`src/rtl/conv_encoder_stream.sv`:
```
// Rate-1/3 tail-biting convolutional encoder (K=7, generators 133/171/165 octal),
// DW bits per clock with valid/ready handshakes on input and output.
module conv_encoder_stream #(
  parameter int DW      = 8,
  parameter int MAX_LEN = 6144,
  parameter int MIN_LEN = 40,
  parameter int LEN_W   = 13
) (
  input  logic             clk,
  input  logic             reset,
  input  logic             start,
  input  logic [LEN_W-1:0] blk_len,
  input  logic [5:0]       tail_bits,
  input  logic             in_valid,
  input  logic [DW-1:0]    in_data,
  output logic             in_ready,
  output logic             out_valid,
  output logic [DW-1:0]    out_d0,
  output logic [DW-1:0]    out_d1,
  output logic [DW-1:0]    out_d2,
  input  logic             out_ready,
  output logic             busy,
  output logic             done,
  output logic             err_len
);

  localparam int SHIFT = $clog2(DW);

  typedef enum logic [1:0] {
    IDLE  = 2'd0,
    ENC   = 2'd1,
    FLUSH = 2'd2
  } state_t;

  state_t           state_reg;
  state_t           state_next;
  logic [5:0]       s_reg;
  logic [LEN_W-1:0] words_left_reg;
  logic             out_valid_reg;
  logic [DW-1:0]    d0_reg;
  logic [DW-1:0]    d1_reg;
  logic [DW-1:0]    d2_reg;
  logic             err_len_reg;

  logic             len_ok;
  logic             load;
  logic             accept;
  logic [5:0]       s_next;
  logic [DW-1:0]    enc_d0;
  logic [DW-1:0]    enc_d1;
  logic [DW-1:0]    enc_d2;

  // Block length must be in range and a whole number of words.
  assign len_ok = (blk_len >= LEN_W'(MIN_LEN)) &&
                  (blk_len <= LEN_W'(MAX_LEN)) &&
                  ((blk_len & LEN_W'(DW - 1)) == '0);

  assign accept = in_valid && in_ready;

  // Bit-serial encoder unrolled across the word; s[0] is the most recent bit.
  always_comb begin
    logic [5:0] s;
    logic       c;
    s      = s_reg;
    c      = 1'b0;
    enc_d0 = '0;
    enc_d1 = '0;
    enc_d2 = '0;
    for (int i = DW - 1; i >= 0; i--) begin
      c         = in_data[i];
      enc_d0[i] = c ^ s[1] ^ s[2] ^ s[4] ^ s[5];
      enc_d1[i] = c ^ s[0] ^ s[1] ^ s[2] ^ s[5];
      enc_d2[i] = c ^ s[0] ^ s[1] ^ s[3] ^ s[5];
      s         = {s[4:0], c};
    end
    s_next = s;
  end

  always_ff @(posedge clk) begin
    if (reset) begin
      state_reg <= IDLE;
    end else begin
      state_reg <= state_next;
    end
  end

  always_comb begin
    state_next = state_reg;
    in_ready   = 1'b0;
    done       = 1'b0;
    load       = 1'b0;
    case (state_reg)
      IDLE: begin
        if (start && len_ok) begin
          load       = 1'b1;
          state_next = ENC;
        end
      end
      ENC: begin
        in_ready = !out_valid_reg || out_ready;
        if (in_valid && in_ready && (words_left_reg == LEN_W'(1))) begin
          state_next = FLUSH;
        end
      end
      FLUSH: begin
        if (out_valid_reg && out_ready) begin
          done       = 1'b1;
          state_next = IDLE;
        end
      end
      default: state_next = IDLE;
    endcase
  end

  always_ff @(posedge clk) begin
    if (reset) begin
      s_reg          <= '0;
      words_left_reg <= '0;
      out_valid_reg  <= 1'b0;
      d0_reg         <= '0;
      d1_reg         <= '0;
      d2_reg         <= '0;
      err_len_reg    <= 1'b0;
    end else begin
      err_len_reg <= (state_reg == IDLE) && start && !len_ok;
      if (load) begin
        s_reg          <= tail_bits;
        words_left_reg <= blk_len >> SHIFT;
      end
      // A word leaving in the same cycle a new one arrives is simply overwritten.
      if (accept) begin
        s_reg          <= s_next;
        words_left_reg <= words_left_reg - LEN_W'(1);
        d0_reg         <= enc_d0;
        d1_reg         <= enc_d1;
        d2_reg         <= enc_d2;
        out_valid_reg  <= 1'b1;
      end else if (out_valid_reg && out_ready) begin
        out_valid_reg  <= 1'b0;
      end
    end
  end

  assign out_valid = out_valid_reg;
  assign out_d0    = d0_reg;
  assign out_d1    = d1_reg;
  assign out_d2    = d2_reg;
  assign err_len   = err_len_reg;
  assign busy      = (state_reg != IDLE);

endmodule
```
`config.mk`:
```
export PLATFORM = sky130hd
export DESIGN_NAME = conv_encoder_stream
export DESIGN_NICKNAME = d
export VERILOG_FILES = /design/src/rtl/conv_encoder_stream.sv
export SDC_FILE = /design/constraint.sdc
export NUM_CORES = 1
export LEC_CHECK = 0
export ABC_AREA = 1
export CORE_MARGIN = 4
export CORE_UTILIZATION = 50
export DETAILED_ROUTE_END_ITERATION = 16
export PLACE_DENSITY = 0.77
export RECOVER_POWER = 25
export SLEW_MARGIN = 20
export SYNTH_ARGS = -nofsm -noshare
export SYNTH_HDL_FRONTEND = slang
export SYNTH_SLANG_ARGS = --single-unit
export TNS_END_PERCENT = 100
```
`constraint.sdc`:
```
create_clock -name clk -period 1.5 [get_ports clk]
set_input_delay 0.3 -clock clk [delete_from_list [all_inputs] [get_ports clk]]
set_output_delay 0.3 -clock clk [all_outputs]
set_load 0.05 [all_outputs]
```
==> results of run 1 <==
[cells in the final DEF, fill, tap and decap left out, types with 20 or more instances in the layout]
master and count:
nand2_1 87, buf_4 46, nor2_1 42, dfxtp_1 42, inv_1 37, buf_12 34
xor2_1 25, a21oi_1 23, o21ai_1 20, nand3_1 20
[kinds of logic after synthesis]
kind of cell	Yosys count	synth area share [%]
adder cells (fa/ha/maj)	2	0.852
buffers and inverters	65	9.25
flip-flops	47	32.1
AO/OA/AOI/OAI	70	13.3
XOR/XNOR	55	18.7
AND/OR/NAND/NOR	182	25.8
[metrics by stage]
| stage | utilization (%) | hold WS [ns] | setup slack, ns |
|---|---|---|---|
| 3_5_place_dp | 76.2 | 0.461 | -0.407 |
| 6_report | 82.5 | 0.410 | -0.0401 |
| 4_1_cts | 78.9 | 0.418 | 0.0171 |
| 5_1_grt | 82.5 | 0.455 | -0.146 |
| 2_1_floorplan | - | 0.440 | -0.0447 |
| 3_3_place_gp | 76.2 | 0.446 | -0.365 |
[worst register-to-register path, delay by kind of cell (launching register included)]
family / cells / cell delay [ns]
AND/OR/NAND/NOR: 4 / 0.63
buffers and inverters: 1 / 0.15
flip-flops: 1 / 0.38
AO/OA/AOI/OAI: 2 / 0.27
[worst paths after layout]
check	startpoint	to	slack, ns
setup reg to reg	words_left_reg[2]	words_left_reg[10]	-0.04
hold / removal	blk_len[3]	words_left_reg[0]	0.41
hold reg to reg	words_left_reg[10]	words_left_reg[10]	0.50
setup / recovery	words_left_reg[2]	words_left_reg[10]	-0.04
[power groups by stage]
stage / logic [mW] / clock network, mW / registers [mW]
2_1_floorplan: 0.503 / 0 / 1.39
3_3_place_gp: 0.932 / 0 / 1.35
3_5_place_dp: 0.954 / 0 / 1.35
4_1_cts: 0.967 / 0.845 / 1.33
5_1_grt: 1.15 / 0.911 / 1.33
6_report: 1.07 / 0.861 / 1.33
[repair_timing]
action,4_1_cts,5_1_grt
cloned,0,2
pin swaps,14,14
buffers inserted,2,3
gates resized for setup,29,34
endpoints found under the setup margin,35,46
[cell type report]
type | instances | area (µm²) | area share [%]
Sequential cell | 47 | 950 | 20.5
Tap cell | 72 | 90.1 | 1.95
Clock buffer | 8 | 100 | 2.16
Inverter | 46 | 186 | 4.03
Multi-Input combinational cell | 309 | 1890 | 40.9
Timing Repair Buffer | 116 | 1410 | 30.4
[layer usage]
metal	track usage (%)	vias to the layer above	share of wire [%]
met4	11.2	0	5.4
met5	0	-	0
met3	5.89	68	9.8
met2	39.6	252	48
met1	30.2	1599	37
li1	-	1526	-
==> results.ini, run 1 <==
[run_status]
status=finished with violations
violations=negative setup slack

[detailed_routing]
vias_per_cell=5.76
drt-total-wl_mm=10.7
ant_nets=0
wl_per_cell_um=17.9
drt-initial-drc-count=401
vias=3445
firstDrtPassIters=6
drc=0

[cells_and_area]
num_antenna_cells=0
final_cell_count_no_fill=598
largest_reg_flops=13
fill_cells=309
area_growth_pct=57.7
final_area_um2=4630
drive_gt1_share_pct=27.0
nets=559

[synthesis]
synth_most_common_cell=nand2_1
ys_ff_latch=47
netlist_instances=421
yosysUniqueCellTypes=30
synth-edff-count=0
synth_common_cells=93 x nand2_1, 47 x dfxtp_1, 47 x nor2_1, 38 x inv_1, 30 x xor2_1
synth_top_area_cell=dfxtp_1
synth_warnings=0
synth_area_um2=2940
ys.flop_type=dfxtp_1
syn_nets=455
synth.area.top_cells=dfxtp_1 32%, nand2_1 12%, xor2_1 9.0%
ys_seq_area_share_pct=32.1
synth.avg_cell_area_um2=6.97
synthArstFlopShare_pct=0
yosysTopAreaCellShare_pct=32.1

[die]
rows=27
dieWidth_um=84.6
core_area_um2=5610
fp.dieH_um=84.6
start_util_pct=52.3
ios=61
dieArea_um2=7160

[timing]
timing.fmax_mhz=649
fin_skew_ns=0.00762
setup_ws_ns=-0.0401
finalMaxSlewViolations=0
finalHoldViolCount=0
tns_ns=-0.135
finalCriticalPeriod_ns=1.54
fin_crit_sh_pct=103
setup_viol_count_final=5
max-slew-margin-rel_pct=71.0
worst_pin_slew_ns=0.435
rsz0062_at_grt=yes

[critical_path]
crit_fanout=4
path_buf_inv=1
cp-end-kind=flip-flop
path_common_cell=nor2_1
critPathMaxStageDelay_ns=0.38
reg2regPathDepth=7
critPathSlowestCell=dfxtp_1
path_class=flip-flop to flip-flop
path_cells=nor2_1, nand2_2, nor2_1, buf_4, nand3_2, o21ai_1, a21oi_1
arrival_ns=1.73
critPathRequiredTime_ns=1.69
crit_family=simple AND/OR/NAND/NOR gates
cp-start-kind=flip-flop
path_depth=7

[global_routing]
grt_pass1_vias=3008
grt_use_total_pct=24.3
grt_pass1_wl_mm=14.2
grt-ovfl-total=0
grt_max_degree=37
antenna_found_initial=0

[pwr]
p_int_mw=2.20
power_mw=3.27
p_comb_share_pct=32.9
p_switching_mw=1.07
power.share.sequential_pct=40.8
vdd_drop_max_uv=477
swShare_pct=32.8
power_frac_clock_pct=26.4
total_leakage_power_nw=2.16
p_per_area_nw_per_um2=706

[cts]
tritoncts=built
htree_levels=2
numCtsBuffers=5
cts_hold_repair.buffers=0
cts_sinks=47
root_buffer=clkbuf_8
clock_latency_ns=0.30
clockBufferDepth=2
clk_pin_slew_worst_paths_ns=0.09

[placed_design]
placed_area_um2=4270
portBuffers=60
gp_congestion=0.890
dp.cells=584
dp_hpwl_mm=6.31

[min_path]
worstHoldPathType=primary input to flip-flop
holdPathStages=3

[flow_run]
cap_violations=0

No activity file was read; power rests on OpenSTA's default activity.
==> run 2, diff against run 1 <==
--- a/config.mk
+++ b/config.mk
@@ -6,7 +6,6 @@
 export NUM_CORES = 1
 export LEC_CHECK = 0
 export ABC_AREA = 1
-export CORE_MARGIN = 4
 export CORE_UTILIZATION = 50
 export DETAILED_ROUTE_END_ITERATION = 16
 export PLACE_DENSITY = 0.77
==> run 2 against run 1 <==
Net effect: the run still ends with negative setup slack left; cell area unchanged; register-to-register slack worse by 0.02 ns; fmax down 1.5%; global-route usage up 11 points; non-clock buffer count up 12; critical endpoint is now words_left_reg[8].
==> results.ini, run 2 (synthesized netlist as in run 1, its figures left out) <==
[global_routing]
grt_pass1_wl_mm=16.8
grt_max_degree=37
grt_use_total_pct=35.4
antenna_found_initial=0
grt-ovfl-total=0
grt_pass1_vias=3326

[min_path]
worstHoldPathType=primary input to flip-flop
holdPathStages=3
min_from=blk_len[7]

[cells_and_area]
largest_reg_flops=13
drive_gt1_share_pct=29.7
area_growth_pct=57.7
final_cell_count_no_fill=611
final_area_um2=4630
final_cell_mix=88 x nand2_1, 61 x buf_4, 41 x dfxtp_1
fill_cells=304
num_antenna_cells=0
seq_area_um2=953
multi_input_area_um2=1940
layout_commonest_cell=nand2_1
nets=572
final_util_pct=83.0

[timing]
timing.fmax_mhz=639
finalHoldViolCount=0
finalMaxSlewViolations=0
setup_viol_count_final=2
rsz0062_at_grt=yes
tns_ns=-0.0659
finalCriticalPeriod_ns=1.56
fin_crit_sh_pct=104
fin_skew_ns=0.00993
setup_ws_ns=-0.0641
holdWs_ns=0.315
max-slew-margin-rel_pct=64.7
worst_pin_slew_ns=0.529

[pwr]
vdd_drop_max_uv=551
total_leakage_power_nw=2.38
p_per_area_nw_per_um2=753
power_mw=3.49

[die]
rows=27
core_area_um2=5570
ios=61
dieWidth_um=78.6
fp.dieH_um=78.6
start_util_pct=52.7
dieArea_um2=6180

[critical_path]
path_class=flip-flop to flip-flop
critPathRequiredTime_ns=1.75
arrival_ns=1.81
reg2regPathDepth=8
cp-end-kind=flip-flop
crit_fanout=4
cp-start-kind=flip-flop
crit_path_start=words_left_reg[4]
regToRegStartpoint=words_left_reg[4]

[flow_run]
cap_violations=0

[detailed_routing]
drt-total-wl_mm=11.3
drc=0
drt-initial-drc-count=348
ant_nets=0
wl_per_cell_um=18.4
vias=3490
vias_per_cell=5.71
firstDrtPassIters=7

[cts]
cts_hold_repair.buffers=0
clockBufferDepth=2
clock_latency_ns=0.30
root_buffer=clkbuf_8
clk_pin_slew_worst_paths_ns=0.09
tritoncts=built
numCtsBuffers=5
htree_levels=2
cts_sinks=47

[placed_design]
dp_hpwl_mm=6.32
gp_congestion=0.872
dp.cells=588
portBuffers=60
placed_area_um2=4300
post-place-ws_ns=-0.415

[run_status]
status=finished with violations
violations=negative setup slack

==> run 2: cell count changes in the layout (fill, tap and decap cells not counted), sizes merged, moves of 2 or more <==
cell           change
clkdlybuf4s15      +4
clkdlybuf4s50      -4
clkbuf             +2
dlymetal6s2s      +12
dlygate4sd2        -2
==> run 2: routing by layer <==
metal	global-route usage [%]	routed length, µm	part of all wire, %	vias up
met5	0	0	0	-
met4	16.3	614	5.4	0
met3	6.74	932	8.3	75
met2	59.4	5400	48	237
met1	43.5	4330	38	1628
li1	-	-	-	1550
==> run 2: area by class of cell <==
cell class,count,share of cell area (%)
Timing Repair Buffer,128,28.6
Inverter,46,4.00
Clock buffer,7,2.11
Timing Repair inverter,1,0.162
Tap cell,72,1.95
Sequential cell,47,20.6
Multi-Input combinational cell,309,41.9
Clock inverter,1,0.649
==> run 2: worst paths after layout <==
path	to	slack [ns]
worst max-delay path	words_left_reg[8]	-0.06
worst min-delay path	words_left_reg[4]	0.31
worst max register to register	words_left_reg[8]	-0.06
worst min register to register	words_left_reg[10]	0.47
==> run 2: critical path, stage by stage, from the launching register on <==
cell and delay, ns:
dfxtp_1 0.38, nor2_2 0.18, nand2_1 0.15, nor2_2 0.21, buf_4 0.16, o21ai_1 0.08
o22ai_1 0.18, nor2_2 0.06, nor2_1 0.10
==> run 2: power breakdown <==
part	switching (mW)	internal (mW)	total (mW)
sequential	0.0460	1.28	1.33
combinational	0.618	0.487	1.11
clock	0.451	0.600	1.05
total	1.11	2.37	3.49
==> run 2: repair_timing <==
| item | CTS | global route |
|---|---|---|
| hold endpoints to repair | 0 | 0 |
| buffers inserted | 7 | 6 |
| endpoints found under the setup margin | 40 | 44 |
| pin swaps | 15 | 20 |
| gates cloned | 3 | 0 |
| gates resized for setup | 46 | 44 |
==> run 3, diff against run 2 <==
--- a/config.mk
+++ b/config.mk
@@ -6,9 +6,10 @@
 export NUM_CORES = 1
 export LEC_CHECK = 0
 export ABC_AREA = 1
-export CORE_UTILIZATION = 50
+export CORE_UTILIZATION = 40
+export CTS_CLUSTER_DIAMETER = 30
 export DETAILED_ROUTE_END_ITERATION = 16
-export PLACE_DENSITY = 0.77
+export PLACE_DENSITY_LB_ADDON = 0.2
 export RECOVER_POWER = 25
 export SLEW_MARGIN = 20
 export SYNTH_ARGS = -nofsm -noshare
==> run 3 against run 2 <==
Net effect: non-clock buffer count decreased by 2; first-iteration DRC count decreased by 77%; critical path depth decreased by 4; the flow now finishes without violations; combinational power down 11%; register-to-register slack better by 0.12 ns.
==> results.ini, run 3 (synthesized netlist as in run 1, its figures left out) <==
[detailed_routing]
drt-initial-drc-count=80
drt-total-wl_mm=7.64
drc=0
ant_nets=0
firstDrtPassIters=4
wl_per_cell_um=12.1
vias=2989
vias_per_cell=4.73

[timing]
finalMaxSlewViolations=0
max-slew-margin-rel_pct=76.9
tns_ns=0
fin_crit_sh_pct=99.1
finalCriticalPeriod_ns=1.49
fin_skew_ns=0.00456
setup_viol_count_final=0
setup_ws_ns=0.0128
finalHoldViolCount=0
rsz0062_at_grt=yes
worst_pin_slew_ns=0.347
timing.fmax_mhz=672

[global_routing]
grt_pass1_vias=2921
grt_max_degree=35
antenna_found_initial=0
grt_use_total_pct=21.2
grt-ovfl-total=0
grt_pass1_wl_mm=12.6

[flow_run]
cap_violations=0

[cts]
cts_sinks=47
htree_levels=2
tritoncts=built
clockBufferDepth=2
root_buffer=clkbuf_8
cts_hold_repair.buffers=0
numCtsBuffers=5
clk_pin_slew_worst_paths_ns=0.09
clock_latency_ns=0.31

[die]
dieArea_um2=7690
start_util_pct=42.3
core_area_um2=6940
dieWidth_um=87.7
rows=30
fp.dieH_um=87.7
ios=61

[cells_and_area]
nets=569
largest_reg_flops=13
final_area_um2=4690
num_antenna_cells=0
final_util_pct=67.5
fill_cells=605
final_cell_mix=89 x nand2_1, 54 x buf_4, 43 x nor2_1
drive_gt1_share_pct=26.5
layout_commonest_cell=nand2_1
area_growth_pct=59.7

[min_path]
worstHoldPathType=primary input to flip-flop

[critical_path]
arrival_ns=1.19
cp-end-kind=output port
path_class=flip-flop to output port
crit_fanout=3
cp-start-kind=flip-flop
critPathRequiredTime_ns=1.20

[placed_design]
post-place-ws_ns=-0.403
gp_congestion=0.872
dp_hpwl_mm=5.78
placed_area_um2=4400
portBuffers=60

[pwr]
total_leakage_power_nw=2.24
vdd_drop_max_uv=316
power_mw=3.18
p_per_area_nw_per_um2=678

[run_status]
status=completed

==> run 3: layout make-up <==
class,instances,area [µm²],area share [%]
Multi-Input combinational cell,309,1820,38.9
Timing Repair Buffer,126,1510,32.3
Sequential cell,47,952,20.3
Inverter,46,179,3.82
Tap cell,96,120,2.56
Clock buffer,8,100,2.14
==> run 3: worst paths after layout <==
kind	from	to	slack (ns)	cells after the start
hold reg to reg	words_left_reg[10]	words_left_reg[10]	0.47	2
setup reg to reg	words_left_reg[8]	state_reg[1]	0.06	6
setup / recovery	state_reg[1]	done	0.01	4
hold / removal	blk_len[7]	words_left_reg[4]	0.40	4
==> run 3: stage by stage <==
stage,hold slack (ns),cells
4_1_cts,0.473,627
2_1_floorplan,0.440,421
3_3_place_gp,0.455,616
6_report,0.404,632
3_5_place_dp,0.459,616
5_1_grt,0.426,632
==> run 3: power breakdown <==
part,internal (mW),total [mW],switching [mW]
Combinational,0.495,0.993,0.497
Sequential,1.28,1.33,0.0465
Clock,0.421,0.856,0.434
Total,2.20,3.18,0.978
==> run 3: per-layer routing <==
| metal | part of all wire (%) | GRT usage [%] | up-vias |
|---|---|---|---|
| met5 | 0 | 0 | - |
| met4 | 1.8 | 8.20 | 0 |
| met3 | 3.0 | 3.68 | 13 |
| met2 | 53 | 39.5 | 68 |
| met1 | 43 | 23.9 | 1357 |
| li1 | - | - | 1551 |
==> run 3: worst max-delay path, cell delays in order (launching register included) <==
cell	delay, ns
dfxtp_2	0.34
inv_2	0.05
buf_4	0.13
nor3_4	0.20
buf_12	0.16
==> run 3: repair_timing <==
action	in CTS	in global routing
pin swaps	4	11
buffers inserted	3	4
setup endpoints to repair	24	33
cloned	0	1
gates resized for setup	11	36
==> RTL edit, RTL diff (flow settings as in run 3) <==
Set the parameter `LEN_W` to 26 (it was 13).
--- a/src/rtl/conv_encoder_stream.sv
+++ b/src/rtl/conv_encoder_stream.sv
@@ -6,3 +6,3 @@
   parameter int MIN_LEN = 40,
-  parameter int LEN_W   = 13
+  parameter int LEN_W   = 26
 ) (
Ports: changed (resized blk_len); port bits go from 61 to 74. No check against the original RTL was run, so the function may have changed too.
==> RTL edit against run 3 <==
The flow now finishes with violations (setup timing). Synthesized area increased by 39%. Setup slack worse by 47 ps. Wire length up 74%. Cell area grew 45%. Synthesized cell count grew 39%. Sequential cell count increased by 13. Power is 27% higher. Hold slack worse by 79 ps. Critical path type is now reg -> reg.
==> RTL edit: results (changes against run 3) <==
Worst setup path
  • Arrival @ worst endpoint: 1780 ps (+590 ps)
  • Worst r2r src: state_reg[1]$_SDFFE_PP0P_
  • Worst Reg2Reg Path Length in Cells: 10 (+4)
  • CP Capture Point: words_left_reg[4]$_SDFFE_PP0P_
  • Critical Path Fanout Max: 7 (+4)
  • CP top delay family: simple AND/OR/NAND/NOR gates

Global route
  • Vias in the first global route: 4168 (+43%)
  • Maximum number of pins on one net before global-route repair: 31 (-11%)
  • First-pass GRT wire length: 18600 um (+47%)
  • GRT Resource Usage Total: 22.60% (+1.4 points)

Placement
  • Pre-CTS setup slack: -353.6 ps (+49.36 ps)
  • Port Buffers: 73 (+22%)
  • Placed cell count: 838 (+36%)
  • Placer Congestion: 0.9460 (+8.5%)
  • Dpl cell area: 5746 sq um (+31%)
  • Post-DP HPWL: 8387 um (+45%)

Synthesis
  • XOR/XNOR share of the synthesized area: 12.70% (-6.0 points)
  • Post-synthesis sequential area ratio: 29.38% (-2.7 points)
  • Complex-gate fraction of the synthesized area: 14.63% (+1.3 points)
  • Area contributors post-synth: dfxtp_1 29%, nand2_1 8.2%, nor2_1 7.5%
  • Syn_area_per_cell: 6.976 sq um (about the same)
  • Commonest cells post-synth: 89 x nand2_1, 82 x nor2_1, 67 x inv_1

Detailed routing
  • Vias per cell: 5.078 (+7.4%)
  • Routed Wire Length: 13300 um (+74%)
  • DR pass1 iterations: 5 (+1)

CTS
  • CTS Buf Count: 9 (+4)
  • # resized after CTS: 8 (-3)

Timing
  • Slew HR: 77.03% (+0.17 points)
  • Final setup fails: 13 (+13)
  • Worst clock skew: 7.466 ps (+2.904 ps)
  • Setup ws final: -34.04 ps (-46.85 ps)

Run status
  • Status: finished, violations left
  • Failing checks: setup timing

Min path
  • Hold Startpoint: blk_len[9]
  • Hold Path Sink: words_left_reg[6]$_SDFFE_PP0P_

Power and ir drop
  • LEAKAGE: 3.308 nW (+48%)
  • Clk. pwr: 1.89 mW (+120%)
==> RTL edit: stage by stage <==
stage	hold slack (ps)	power [mW]
2_1_floorplan	434.9	1.871
3_3_place_gp	481.8	2.149
3_5_place_dp	497.2	2.152
4_1_cts	508.2	4.019
5_1_grt	368.5	4.159
6_report	325.3	4.040
==> RTL edit: final cells by class <==
class                   instances  area [sq um]  share of cell area, %
well taps                     133         166.4                  2.454
flip-flops and latches         60          1209                  17.82
multi-input cells             423          2794                  41.20
repair buffers                167          2054                  30.30
clock inverters                 4         95.09                  1.402
repair inverters                1         8.758                 0.1292
inverters                      75         299.0                  4.410
clock buffers                  12         155.1                  2.288
==> RTL edit: layer usage <==
metal / share of wire [%] / wire (um) / vias to the layer above / track usage, %
met1: 40 / 5303 / 2102 / 25.02
met2: 53 / 6989 / 149 / 42.36
met4: 1.6 / 209 / 0 / 6.067
li1: - / - / 2166 / -
met5: 0 / 0 / - / 0
met3: 6.0 / 794 / 26 / 6.034
